File: src/rtl/inst_fetch.sv
// inst_fetch: instruction-fetch stage between the PC and ID, with in-order imem requests, a tagged response FIFO and the IF/ID register
// Ports:
//   clk, rst (async, active-low)
//   pc_addr  -> fetch address from the PC;  pc_stall <- hold PC (1) / advance (0)
//   flush    -> redirect; kills every wrong-path request, buffered word and IF/ID entry
//   imem_req/imem_addr <- request;  imem_gnt -> accepted;  imem_rvalid/imem_rdata -> in-order response
//   id_stall -> ID cannot accept;  ifid_valid/ifid_inst/ifid_pc/ifid_pc4 <- IF/ID register
module inst_fetch #(
  parameter int                    WORD_WIDTH = 32,
  parameter logic [WORD_WIDTH-1:0] PC_INIT    = '0,
  parameter int                    MAX_OUTST  = 2
) (
  input  logic                  clk,
  input  logic                  rst,
  input  logic [WORD_WIDTH-1:0] pc_addr,
  output logic                  pc_stall,
  input  logic                  flush,
  output logic                  imem_req,
  output logic [WORD_WIDTH-1:0] imem_addr,
  input  logic                  imem_gnt,
  input  logic                  imem_rvalid,
  input  logic [WORD_WIDTH-1:0] imem_rdata,
  input  logic                  id_stall,
  output logic                  ifid_valid,
  output logic [WORD_WIDTH-1:0] ifid_inst,
  output logic [WORD_WIDTH-1:0] ifid_pc,
  output logic [WORD_WIDTH-1:0] ifid_pc4
);
  localparam int CW = $clog2(MAX_OUTST + 1);
  localparam int PW = (MAX_OUTST > 1) ? $clog2(MAX_OUTST) : 1;
  logic [CW-1:0] outst, drop, fcnt;
  logic [CW:0] occ;
  logic [PW-1:0] tq_wr, tq_rd, f_wr, f_rd;
  logic [WORD_WIDTH-1:0] tq [MAX_OUTST];
  logic [WORD_WIDTH-1:0] fd [MAX_OUTST];
  logic [WORD_WIDTH-1:0] ft [MAX_OUTST];
  logic fire, rsp, discard, deliver, loadable, fempty, pop, push;
  function automatic logic [PW-1:0] inc(input logic [PW-1:0] p);
    return (p == PW'(MAX_OUTST - 1)) ? '0 : p + 1'b1;
  endfunction
  // credit rule: in-flight plus buffered never exceeds the FIFO depth, so a delivered word always fits
  assign occ       = {1'b0, outst} + {1'b0, fcnt};
  assign imem_req  = rst && !flush && (occ < (CW+1)'(MAX_OUTST));
  assign imem_addr = pc_addr;
  assign fire      = imem_req && imem_gnt;
  assign pc_stall  = !rst || (!fire && !flush);
  // a response with nothing outstanding is stray and ignored
  assign rsp       = imem_rvalid && (outst != '0);
  assign discard   = rsp && (flush || drop != '0);
  assign deliver   = rsp && !discard;
  assign loadable  = !ifid_valid || !id_stall;
  assign fempty    = fcnt == '0;
  assign pop       = !flush && loadable && !fempty;
  // a delivered word bypasses the FIFO only when the FIFO is empty and IF/ID can take it
  assign push      = deliver && !(fempty && loadable);
  assign ifid_pc4  = ifid_pc + WORD_WIDTH'(4);
  always_ff @(posedge clk) begin
    if (fire) tq[tq_wr] <= pc_addr;
    if (push) begin
      fd[f_wr] <= imem_rdata;
      ft[f_wr] <= tq[tq_rd];
    end
  end
  always_ff @(posedge clk or negedge rst) begin
    if (!rst) begin
      outst      <= '0;
      drop       <= '0;
      tq_wr      <= '0;
      tq_rd      <= '0;
      fcnt       <= '0;
      f_wr       <= '0;
      f_rd       <= '0;
      ifid_valid <= 1'b0;
      ifid_inst  <= '0;
      ifid_pc    <= PC_INIT;
    end else begin
      outst <= outst + CW'(fire) - CW'(rsp);
      // on flush everything still in flight after this cycle becomes wrong-path
      drop  <= flush ? outst - CW'(rsp) : drop - CW'(rsp && drop != '0);
      if (fire) tq_wr <= inc(tq_wr);
      if (rsp) tq_rd <= inc(tq_rd);
      if (flush) begin
        fcnt <= '0;
        f_wr <= '0;
        f_rd <= '0;
      end else begin
        if (push) f_wr <= inc(f_wr);
        if (pop) f_rd <= inc(f_rd);
        fcnt <= fcnt + CW'(push) - CW'(pop);
      end
      if (flush) ifid_valid <= 1'b0;
      else if (loadable) begin
        ifid_valid <= !fempty || deliver;
        if (!fempty) begin
          ifid_inst <= fd[f_rd];
          ifid_pc   <= ft[f_rd];
        end else if (deliver) begin
          ifid_inst <= imem_rdata;
          ifid_pc   <= tq[tq_rd];
        end
      end
    end
  end
endmodule

File: config.mk
export PLATFORM = sky130hd
export DESIGN_NAME = inst_fetch
export DESIGN_NICKNAME = d
export VERILOG_FILES = /design/src/rtl/inst_fetch.sv
export SDC_FILE = /design/constraint.sdc
export NUM_CORES = 1
export LEC_CHECK = 0
export BUFFER_PORTS_ARGS = -buffer_cell sky130_fd_sc_hd__buf_2
export CAP_MARGIN = 20
export CORE_ASPECT_RATIO = 0.75
export CORE_UTILIZATION = 52
export CTS_BUF_LIST = sky130_fd_sc_hd__clkbuf_2
export CTS_CLUSTER_SIZE = 40
export DETAILED_ROUTE_END_ITERATION = 16
export PLACE_DENSITY = 0.83
export SYNTH_ARGS = -nofsm -noshare
export SYNTH_HDL_FRONTEND = slang
export SYNTH_SLANG_ARGS = --single-unit
export TNS_END_PERCENT = 5
File: constraint.sdc
create_clock -name clk -period 4.8 [get_ports clk]
set_input_delay 0.72 -clock clk [delete_from_list [all_inputs] [get_ports clk]]
set_output_delay 0.72 -clock clk [all_outputs]
set_load 0.01 [all_outputs]
## Word level (Yosys, flattened, before mapping)

Memory sizes are Yosys's and may differ from the RTL's.
Index checks and enable logic that the tools add are counted.

- RAM bits: 192
- Output and inout port bits: 131
- Flip-flop bits (word level): 75
- Input port bits: 70
- Memories: 3
- Word-level logic and storage cells: 79

- $add $sub $neg: 12
- Eq/ne operators: 1
- Multiplexer cells: 20
- Bitwise logic cells: 1
- Reduce and logical (&&, ||, !) cells: 31
- Magnitude comparators: 1

Memories:

| name | words | width | rd ports | clocked after Yosys merged registers in | wr ports | RTL line | source |
|---|---|---|---|---|---|---|---|
| fd | 2 | 32 | 1 | 0 | 1 | 35 | `logic [WORD_WIDTH-1:0] fd [MAX_OUTST];` |
| ft | 2 | 32 | 1 | 0 | 1 | 36 | `logic [WORD_WIDTH-1:0] ft [MAX_OUTST];` |
| tq | 2 | 32 | 1 | 0 | 1 | 34 | `logic [WORD_WIDTH-1:0] tq [MAX_OUTST];` |

Operators with widths:

| operator | number |
|---|---|
| $mux W32 | 4 |
| $add A32 B3 Y32 const B | 1 |
| $mux W1 | 14 |
| $logic_and A1 B1 Y1 | 12 |
| $reduce_bool A2 Y1 | 5 |
| $logic_not A1 Y1 | 8 |
| $sub A2 B1 Y2 | 4 |
| $add A1 B1 Y1 const B | 4 |
| $add A2 B1 Y2 | 2 |
| $logic_or A1 B1 Y1 | 4 |
| $mux W2 | 2 |
| $add A2 B2 Y3 | 1 |
| $lt A3 B2 Y1 const B | 1 |
| $reduce_and A3 Y1 | 1 |
| $logic_not A2 Y1 | 1 |
| $ne A2 B2 Y1 const B | 1 |
| $not A1 Y1 | 1 |

## Depth between registers and ports, before layout

Gate-level depths: netlist (run 1).

- Depth after elaboration: 9
- Gate-level depth with buffers: 9
- Gate-level depth less buffers: 9

## Least setup slack after synthesis (run 1)

Ideal clock, no wire load.

- Path type: input -> register
- From: input imem_rvalid
- To: memory fd[0][0] (enable)
- Library setup time: 0.486 ns
- Required time: 4.314 ns
- Setup slack: 0.198 ns
- Cell stages on the path: 4
- Arrival time: 4.116 ns
- Path buffers: 1
- Cell sequence: o21ai_2 > or4b_1 > clkbuf_1 > nor2_1

- Longest elaborated chain between the ends: 7

RTL lines:

| element | RTL line | source |
|---|---|---|
| from (decl) | 21 | `input logic imem_rvalid,` |
| $logic_and A1 B1 Y1 * | 48 | `assign rsp = imem_rvalid && (outst != '0);` |
| $logic_and A1 B1 Y1 | 49 | `assign discard = rsp && (flush \|\| drop != '0);` |
| $logic_not A1 Y1 | 50 | `assign deliver = rsp && !discard;` |
| $logic_and A1 B1 Y1 * | 50 |  |
| $logic_and A1 B1 Y1 * | 55 | `assign push = deliver && !(fempty && loadable);` |
| $mux W1 * | 59 | `if (push) begin` |
| $mux W1 (not written as such) * | 60 | `fd[f_wr] <= imem_rdata;` |
| to (decl) | 35 |  |

Mark *: on every way between the ends. The rest lies on a longest branch, timed or not.

## Worst setup path after layout (run 1)

- From: register ifid_pc[4]
- To: output ifid_pc4[21]

- Longest elaborated chain between the ends: 1

RTL lines:

| element | RTL line | source |
|---|---|---|
| from (decl) | 26 | `output logic [WORD_WIDTH-1:0] ifid_pc,` |
| from (signal assigned) | 96 | `ifid_pc <= ft[f_rd];` |
| from (signal assigned) | 99 | `ifid_pc <= tq[tq_rd];` |
| $add A32 B3 Y32 | 56 | `assign ifid_pc4 = ifid_pc + WORD_WIDTH'(4);` |
| to (decl) | 27 | `output logic [WORD_WIDTH-1:0] ifid_pc4` |

No other way between the ends.

==> results of run 1 <==
[worst max path at each step]
stage                     slack, ns                  end  cells past startpoint
after floorplan                0.20   fd[0][0]$_DFFE_PP_                      4
after detailed placement       1.60  tq[0][17]$_DFFE_PP_                      4
after CTS                      0.94         ifid_pc4[21]                      5
after global placement         1.73  tq[0][19]$_DFFE_PP_                      4
final                          1.05         ifid_pc4[21]                      5
after global routing           0.85             pc_stall                      7
[sequential cells by signal, indices dropped and copies added, names as in the netlist, 2 cells and up]
register	flops
ifid_pc	32
ifid_inst	32
ft	64
fd	64
tq	64
fcnt	2
outst	2
drop	2
[critical path, delay by kind of cell, from the launching register on]
family | cells | cell delay (ns)
buffers and inverters | 1 | 0.20
XOR/XNOR | 1 | 0.33
flip-flops | 1 | 0.47
AND/OR/NAND/NOR | 3 | 1.27
[cells in the final DEF, fill, tap and decap left out, types with 2 or more instances in the layout]
cell        n
buf_2     199
edfxtp_1  192
clkbuf_2   94
dfrtp_1    73
nand2_1    72
mux2i_1    67
o21ai_0    64
mux2_4     58
mux2_2     32
xnor2_1    28
clkinv_1   15
nor2_1     13
xor2_1     10
buf_4      10
nand3_1     9
inv_1       9
nand4_1     7
ha_1        7
nor2_4      4
a21oi_1     4
mux2_1      4
and4_1      3
and3_1      3
and2_1      2
nand4_2     2
nor4_4      2
a211oi_1    2
inv_2       2
clkinv_2    2
[cell families (layout without fill, tap and decap cells)]
| kind of cell | after synthesis | count (layout) | share of synthesized area |
|---|---|---|---|
| adder cells (fa/ha/maj) | 8 | 8 | 0.00936 |
| AND/OR/NAND/NOR | 125 | 125 | 0.0531 |
| XOR/XNOR | 38 | 38 | 0.0289 |
| AO/OA/AOI/OAI | 72 | 72 | 0.0325 |
| flip-flops | 267 | 267 | 0.665 |
| buffers and inverters | 78 | 333 | 0.0422 |
| multiplexers | 161 | 161 | 0.169 |
[timing repair]
action	CTS	global route
hold endpoints to repair	34	0
hold buffers	1	0
endpoints found under the setup margin	0	0
[power by group through the flow]
| stage | sequential [mW] | combinational (mW) | clock, mW |
|---|---|---|---|
| after floorplan | 3.39 | 2.32 | 0 |
| after global placement | 3.51 | 3.03 | 0 |
| after detailed placement | 3.52 | 3.13 | 0 |
| after CTS | 3.48 | 3.14 | 1.43 |
| after global routing | 3.53 | 3.41 | 1.55 |
| final | 3.47 | 3.11 | 1.39 |
[cell type report]
class	count	area, µm²
multi-input cells	404	3410
fillers	1686	8300
clock inverters	19	73.8
inverters	9	33.8
flip-flops and latches	267	7650
clock buffers	94	470
well taps	288	360
repair buffers	211	1110
[per-stage QoR]
stage	hold WS (ns)	instances	total power [mW]	util	instance area, µm²
6_report	0.111	1292	7.97	0.612	13100
2_1_floorplan	0.424	749	5.71	-	11500
4_1_cts	0.00699	1291	8.06	0.611	13100
3_5_place_dp	0.490	1177	6.65	0.585	12500
3_3_place_gp	0.490	1177	6.54	0.585	12500
5_1_grt	0.0139	1292	8.50	0.612	13100
[per-layer routing]
layer,vias up,GRT usage
met5,-,0
met4,0,0.0655
li1,3147,-
met3,33,0.0428
met1,3284,0.274
met2,238,0.338
==> qor.csv, run 1 <==
metric;value;unit
status;completed;
powerDensity;608;nW/µm²
synthTopCellsByCount;edfxtp_1 (192), dfrtp_1 (75), nand2_1 (72);
whs_path_depth;1;
grt_pass1_wl;35600;µm
worst_slack;1.05;ns
start_util;0.537;
gr-total-overflow;0;
fin_crit;3.75;ns
required;4.08;ns
finalClockSkew;0.0681;ns
p_sw;2.93;mW
async_reset_ff_frac;0.281;
cts_tree;done;
post_cts.repair.setup_buffers;0;
critPathKind;flop to output port;
synth_fp_nets;827;
synth.most_common_cell;edfxtp_1;
dr_wl_met2;10800;µm
dp_hpwl;14200;µm
fmax;267;MHz
clock_latency;0.80;ns
vias;6702;
grt_pass1_vias;6796;
syn-cell-area;11500;µm²
drt-total-wl;23000;µm
dr.pass1.iters;4;
reg2reg_slack;1.98;ns
clock_path_buffers;3;
p_seq_frac;0.436;
max_cap_viol_count;0;
num_rows;46;
worst_r2r_endpoint;tq[0][13]$_DFFE_PP_;
worstRegToRegCells;6;
hold_end;fd[1][22]$_DFFE_PP_;
yosys.area.top_type;edfxtp_1;
die_h;131;µm
core;21400;µm²
regToRegStartpoint;fcnt[0]$_DFF_PN0_;
cpMaxStageDelayCell;nor4_4;
synth_edf_count;192;
worst_setup_path_end_kind;output port;
internal_power;5.03;mW
cts_root_buffer;clkbuf_2;
io_buffer_count;200;
drt_iter0_markers;473;
crit_start;ifid_pc[4]$_DFFE_PN0P_;
rsz0062_at_grt;false;
cts_buffers;60;
dr_wl_met3;1350;µm
cp.arrival;3.03;ns
antenna_cells;0;
cts.sinks;267;
min_path_type;primary input to flop;
clkTransAtPathRegs;0.13;ns
die_area;22700;µm²
cts_resized;0;
grt_use_total;0.204;
synth.avg_cell_area;15.4;µm²
gp_congestion;0.756;
syn-instance-count;749;
drive_gt1_frac;0.410;
leakagePower;5.50;nW
swShare;0.368;
place_ws;1.60;ns
ys.flop_type;edfxtp_1;
setup_tns;0;ns
fp.dieW;174;µm
area_growth;14.0;%
htree_levels;2;
synth.top_cell.area_share;0.501;
yosysWarningCount;0;
hold_viol;0;
synth-seq-cells;267;
wl_per_cell;17.8;µm
crit_chain;nand3_1 > nor4_4 > nand2_1 > xnor2_1 > buf_2;
ir_worst_vdd;0.327;mV
grt_start_max_net_pins;79;
startpoint_type;flop;
drc_errors;0;
max_stage_delay;0.80;ns
period_share;0.781;
finalSetupViolations;0;
slew_viol_final;0;
vias_per_cell;5.19;
drt-met1-wl;10500;µm
antenna_left;0;
clockPowerShare;0.174;
highest_layer;met4;
synth_area_leaders;edfxtp_1 (50%), dfrtp_1 (16%), mux2_4 (7.6%);
antenna_found_initial;0;
nets;1031;
synth.distinct_cells;37;
max-slew-margin-rel;0.424;
seq_area_frac_synth;0.665;
ioPinCount;201;
p_comb_frac;0.390;
cp_max_fo;8;
min-delay-start;imem_rdata[22];
worstMarginPinSlew;0.863;ns
(Power assumes the default switching activity.)
==> run 2, diff against run 1 <==
PLACE_DENSITY = 0.86   (was 0.83)
clock period = 3 ns   (was 4.8 ns; I/O delays follow)
==> run 2 against run 1 <==
Effect of this change: the run now ends with setup timing left; clock power increased by 74%; worst hold slack better by 0.14 ns; total power rose by 69%; sequential share of layout area decreased by 3.8 points; design area is 7.3% higher; critical endpoint is now pc_stall; largest power group is now combinational logic; highest routed layer unchanged.
==> qor.csv, run 2 (synthesized netlist as in run 1, its figures left out) <==
metric;value;unit
drc_errors;0;
violations;setup timing;
vias_per_cell;5.24;
clock_path_buffers;3;
hold_viol;0;
grt_start_max_net_pins;131;
io_buffer_count;200;
period_share;1.02;
place_ws;0.347;ns
max_cap_viol_count;0;
nets;1107;
core;21400;µm²
powerDensity;954;nW/µm²
max-slew-margin-rel;0.506;
drt-total-wl;25900;µm
finalClockSkew;0.0517;ns
dpl_cell_area;12600;µm²
cp.arrival;2.62;ns
fin_crit;3.07;ns
gr-total-overflow;0;
drt_iter0_markers;491;
post-route-cell-area;14100;µm²
start_util;0.537;
layout_common_cells;buf_2 (199), edfxtp_1 (192), clkbuf_2 (99);
gp_congestion;0.779;
cts_buffers;59;
cts_root_buffer;clkbuf_2;
area_growth;22.3;%
mostFrequentLayoutCell;buf_2;
cts.sinks;267;
critPathKind;flop to output port;
fp.dieW;174;µm
rsz0062_at_grt;true;
die_area;22700;µm²
dp_hpwl;14500;µm
antenna_cells;0;
slew_viol_final;0;
cts_tree;done;
status;complete, but fails checks;
grt_pass1_wl;40400;µm
clock_latency;0.80;ns
htree_levels;2;
required;2.55;ns
worst_setup_path_end_kind;output port;
worst_slack;-0.0708;ns
finalSetupViolations;1;
clkTransAtPathRegs;0.13;ns
grt_use_total;0.232;
die_h;131;µm
ir_worst_vdd;0.602;mV
min_path_type;primary input to async pin;
fmax;326;MHz
worstMarginPinSlew;0.740;ns
antenna_left;0;
ioPinCount;201;
antenna_found_initial;0;
wl_per_cell;18.9;µm
dr.pass1.iters;5;
reg_top3;fd: 64 flops, ft: 64 flops, tq: 64 flops;
grt_pass1_vias;7571;
cp_max_fo;3;
vias;7169;
drive_gt1_frac;0.418;
num_rows;46;
startpoint_type;flop;
leakagePower;5.87;nW
-- run 2: power breakdown --
part           internal [mW]  switching, mW
Sequential              4.72          0.767
Clock                   1.03           1.39
Combinational           2.75           2.78
Total                   8.49           4.93
-- run 2: path summary, 6_finish.rpt --
kind                                          start  slack (ns)  depth (start not counted)                   endpoint
setup reg to reg                 outst[0]$_DFF_PN0_        0.41                         10         outst[1]$_DFF_PN0_
max in group asynchronous                       rst        1.59                          4           f_rd$_DFFE_PN0P_
min in group clk                        pc_addr[20]        0.37                          2        tq[0][20]$_DFFE_PP_
hold / removal                                  rst        0.25                          3  ifid_inst[17]$_DFFE_PN0P_
setup / recovery                 outst[0]$_DFF_PN0_       -0.07                          7                   pc_stall
hold reg to reg            ifid_inst[2]$_DFFE_PN0P_        0.52                          1   ifid_inst[2]$_DFFE_PN0P_
-- run 2: per-layer routing --
layer  up-vias  wire length [µm]  global-route usage
met4         0               358              0.0784
met1      3520             11000               0.296
met5         -                 0                   0
met2       303             12600               0.399
met3        36              1910              0.0530
li1       3310                 -                   -
-- run 2: what timing repair did --
action                                 in CTS  in global routing
setup endpoints to repair                  18                 19
hold buffers                               70                  0
endpoints found under the hold margin     192                  0
cloned                                      0                  0
buffers inserted                            5                  0
resized for setup                          16                 18
pin swaps                                   6                  5
-- run 2: cell type report --
class | count | area [µm²]
timing repair buffer | 288 | 1920
tap | 288 | 360
fill | 1522 | 7340
sequential | 267 | 7670
clock inverter | 12 | 97.6
inverter | 9 | 33.8
clock buffer | 99 | 495
multi-input combinational | 404 | 3490
-- run 2: worst max-delay path, stage by stage (launching register included) --
cell and delay [ns]:
dfrtp_1 0.41, and2_4 0.16, fa_1 0.49, nor4b_4 0.32, nand2_1 0.14, inv_2 0.08
o21ai_2 0.05, buf_2 0.16
-- run 2: through the flow --
step	instances	hold slack, ns	setup TNS (ns)	util	power [mW]
5_1_grt	1367	0.161	-0.697	0.657	14.3
6_report	1367	0.248	-0.0708	0.657	13.4
4_1_cts	1367	0.149	-0.0956	0.655	13.4
3_5_place_dp	1181	0.490	0	0.590	10.8
3_3_place_gp	1181	0.489	0	0.590	10.6
2_1_floorplan	749	0.154	-44.35	-	9.14
==> run 3, diff against run 2 <==
CELL_PAD_IN_SITES_DETAIL_PLACEMENT = 2   (was default)
CELL_PAD_IN_SITES_GLOBAL_PLACEMENT = 2   (was default)
CORE_UTILIZATION = 37   (was 52)
==> run 3 against run 2 <==
Effect of this change: the run still ends with setup timing left; utilization down 18 points; die area up 40%; sequential cell count unchanged; fmax fell by 4.4%; first-iteration DRC count shrank 43%; global-route usage fell by 1.1 points; count of clock-buffer cells in the layout is 12 higher; critical path depth grew 9; final cell count up 10%; non-clock buffer count increased by 11; routed wire length grew 35%; critical path type is now flop to flop.
==> qor.csv, run 3 (synthesized netlist as in run 1, its figures left out) <==
metric;value;unit
status;complete, but fails checks;
violations;setup timing;
rsz0062_at_grt;true;
path_common_cell;buf_6;
grt_pass1_wl;51900;µm
crit_family;adder cells;
die_area;31800;µm²
cts_buffers;71;
ioPinCount;201;
num_rows;55;
nets;1130;
drt-total-wl;35000;µm
io_buffer_count;200;
worst_slack;-0.212;ns
leakagePower;6.01;nW
worstMarginPinSlew;0.672;ns
min_path_type;primary input to flop;
slew_viol_final;0;
cp.arrival;4.01;ns
drt_iter0_markers;280;
gp_congestion;0.720;
reg_top3;fd: 64 flops, ft: 64 flops, tq: 64 flops;
max_stage_delay;0.48;ns
worst_setup_path_end_kind;flop;
clock_path_buffers;3;
drc_errors;0;
hold-worst-slack;0.178;ns
antenna_cells;0;
fillers;2901;
reg2reg_slack;-0.21;ns
hold_viol;0;
clock_latency;0.91;ns
total_power;14.1;mW
cts_tree;done;
grt_pass1_vias;8575;
place_ws;0.236;ns
vias;7465;
layout_common_cells;buf_2 (198), edfxtp_1 (192), clkbuf_2 (111);
cpMaxStageDelayCell;fa_2;
start_util;0.379;
antenna_found_initial;0;
startpoint_type;flop;
grt_start_max_net_pins;131;
powerDensity;979;nW/µm²
htree_levels;3;
finalSetupViolations;15;
core;30300;µm²
setup_tns;-0.585;ns
antenna_left;0;
area_growth;25.6;%
fin_crit;3.21;ns
finalClockSkew;0.0670;ns
max_cap_viol_count;0;
vias_per_cell;4.95;
max-slew-margin-rel;0.552;
dpl_cell_area;12800;µm²
cts.sinks;267;
fmax;311;MHz
dr.pass1.iters;4;
dp_hpwl;19700;µm
die_h;155;µm
drive_gt1_frac;0.440;
post-route-cell-area;14400;µm²
fp.dieW;206;µm
wl_per_cell;23.2;µm
clkTransAtPathRegs;0.11;ns
critPathKind;flop to flop;
cp_max_fo;3;
grt_use_total;0.221;
crit_chain;and2_4 > fa_2 > nor4b_4 > nand2_2 > buf_6 > buf_6 > buf_6 > buf_6 > buf_6 > buf_6 > buf_6 > ha_4 > inv_2 > ha_4 > xnor2_2 > xnor2_1;
path_buf_inv;8;
required;3.79;ns
cts_root_buffer;clkbuf_2;
gr-total-overflow;0;
period_share;1.07;
ir_worst_vdd;0.981;mV
mostFrequentLayoutCell;buf_2;
run 3: cell types whose count changed in the layout (fill, tap and decap cells not counted), sizes merged:
| cell | before | now |
|---|---|---|
| dlygate4sd3 | 70 | 68 |
| inv | 10 | 13 |
| buf | 218 | 231 |
| clkbuf | 99 | 111 |
| clkinv | 9 | 14 |
| bufinv | 2 | 0 |
run 3: final cells by class:
cell class,instances,area [µm²],share of cell area
Tap cell,399,499,0.0346
Clock buffer,111,556,0.0385
Clock inverter,18,71.3,0.00494
Timing Repair Buffer,299,2060,0.143
Multi-Input combinational cell,404,3550,0.246
Inverter,9,33.8,0.00234
Sequential cell,267,7660,0.531
run 3: power breakdown:
part	switching, mW	internal (mW)	total [mW]
Combinational	3.20	2.84	6.04
Clock	1.59	0.977	2.57
Sequential	0.825	4.72	5.54
Total	5.61	8.54	14.1
run 3: worst paths after layout:
kind                                            from                         to  depth (start not counted)
setup / recovery                   fcnt[0]$_DFF_PN0_         outst[1]$_DFF_PN0_                         16
hold / removal                              imem_gnt        tq[1][26]$_DFFE_PP_                          2
setup reg to reg                   fcnt[0]$_DFF_PN0_         outst[1]$_DFF_PN0_                         16
hold reg to reg            ifid_inst[22]$_DFFE_PN0P_  ifid_inst[22]$_DFFE_PN0P_                          1
max in group asynchronous                        rst     ifid_pc[7]$_DFFE_PN0P_                          4
min in group asynchronous                        rst  ifid_inst[30]$_DFFE_PN0P_                          3
run 3: what timing repair did:
item	4_1_cts	5_1_grt
buffers inserted	11	4
gates resized for setup	30	22
setup endpoints to repair	25	57
hold endpoints to repair	207	0
pin swaps	7	9
hold buffers	68	0
run 3: per-stage QoR:
stage | instances | utilization
2_1_floorplan | 749 | -
3_3_place_gp | 1295 | 0.422
3_5_place_dp | 1295 | 0.422
4_1_cts | 1503 | 0.472
5_1_grt | 1507 | 0.476
6_report | 1507 | 0.476
run 3: per-layer routing:
metal,track usage,share of wire,vias to the layer above
li1,-,-,3353
met1,0.265,0.42,3801
met2,0.386,0.51,252
met3,0.0558,0.052,59
met4,0.0755,0.021,0
met5,0,0,-
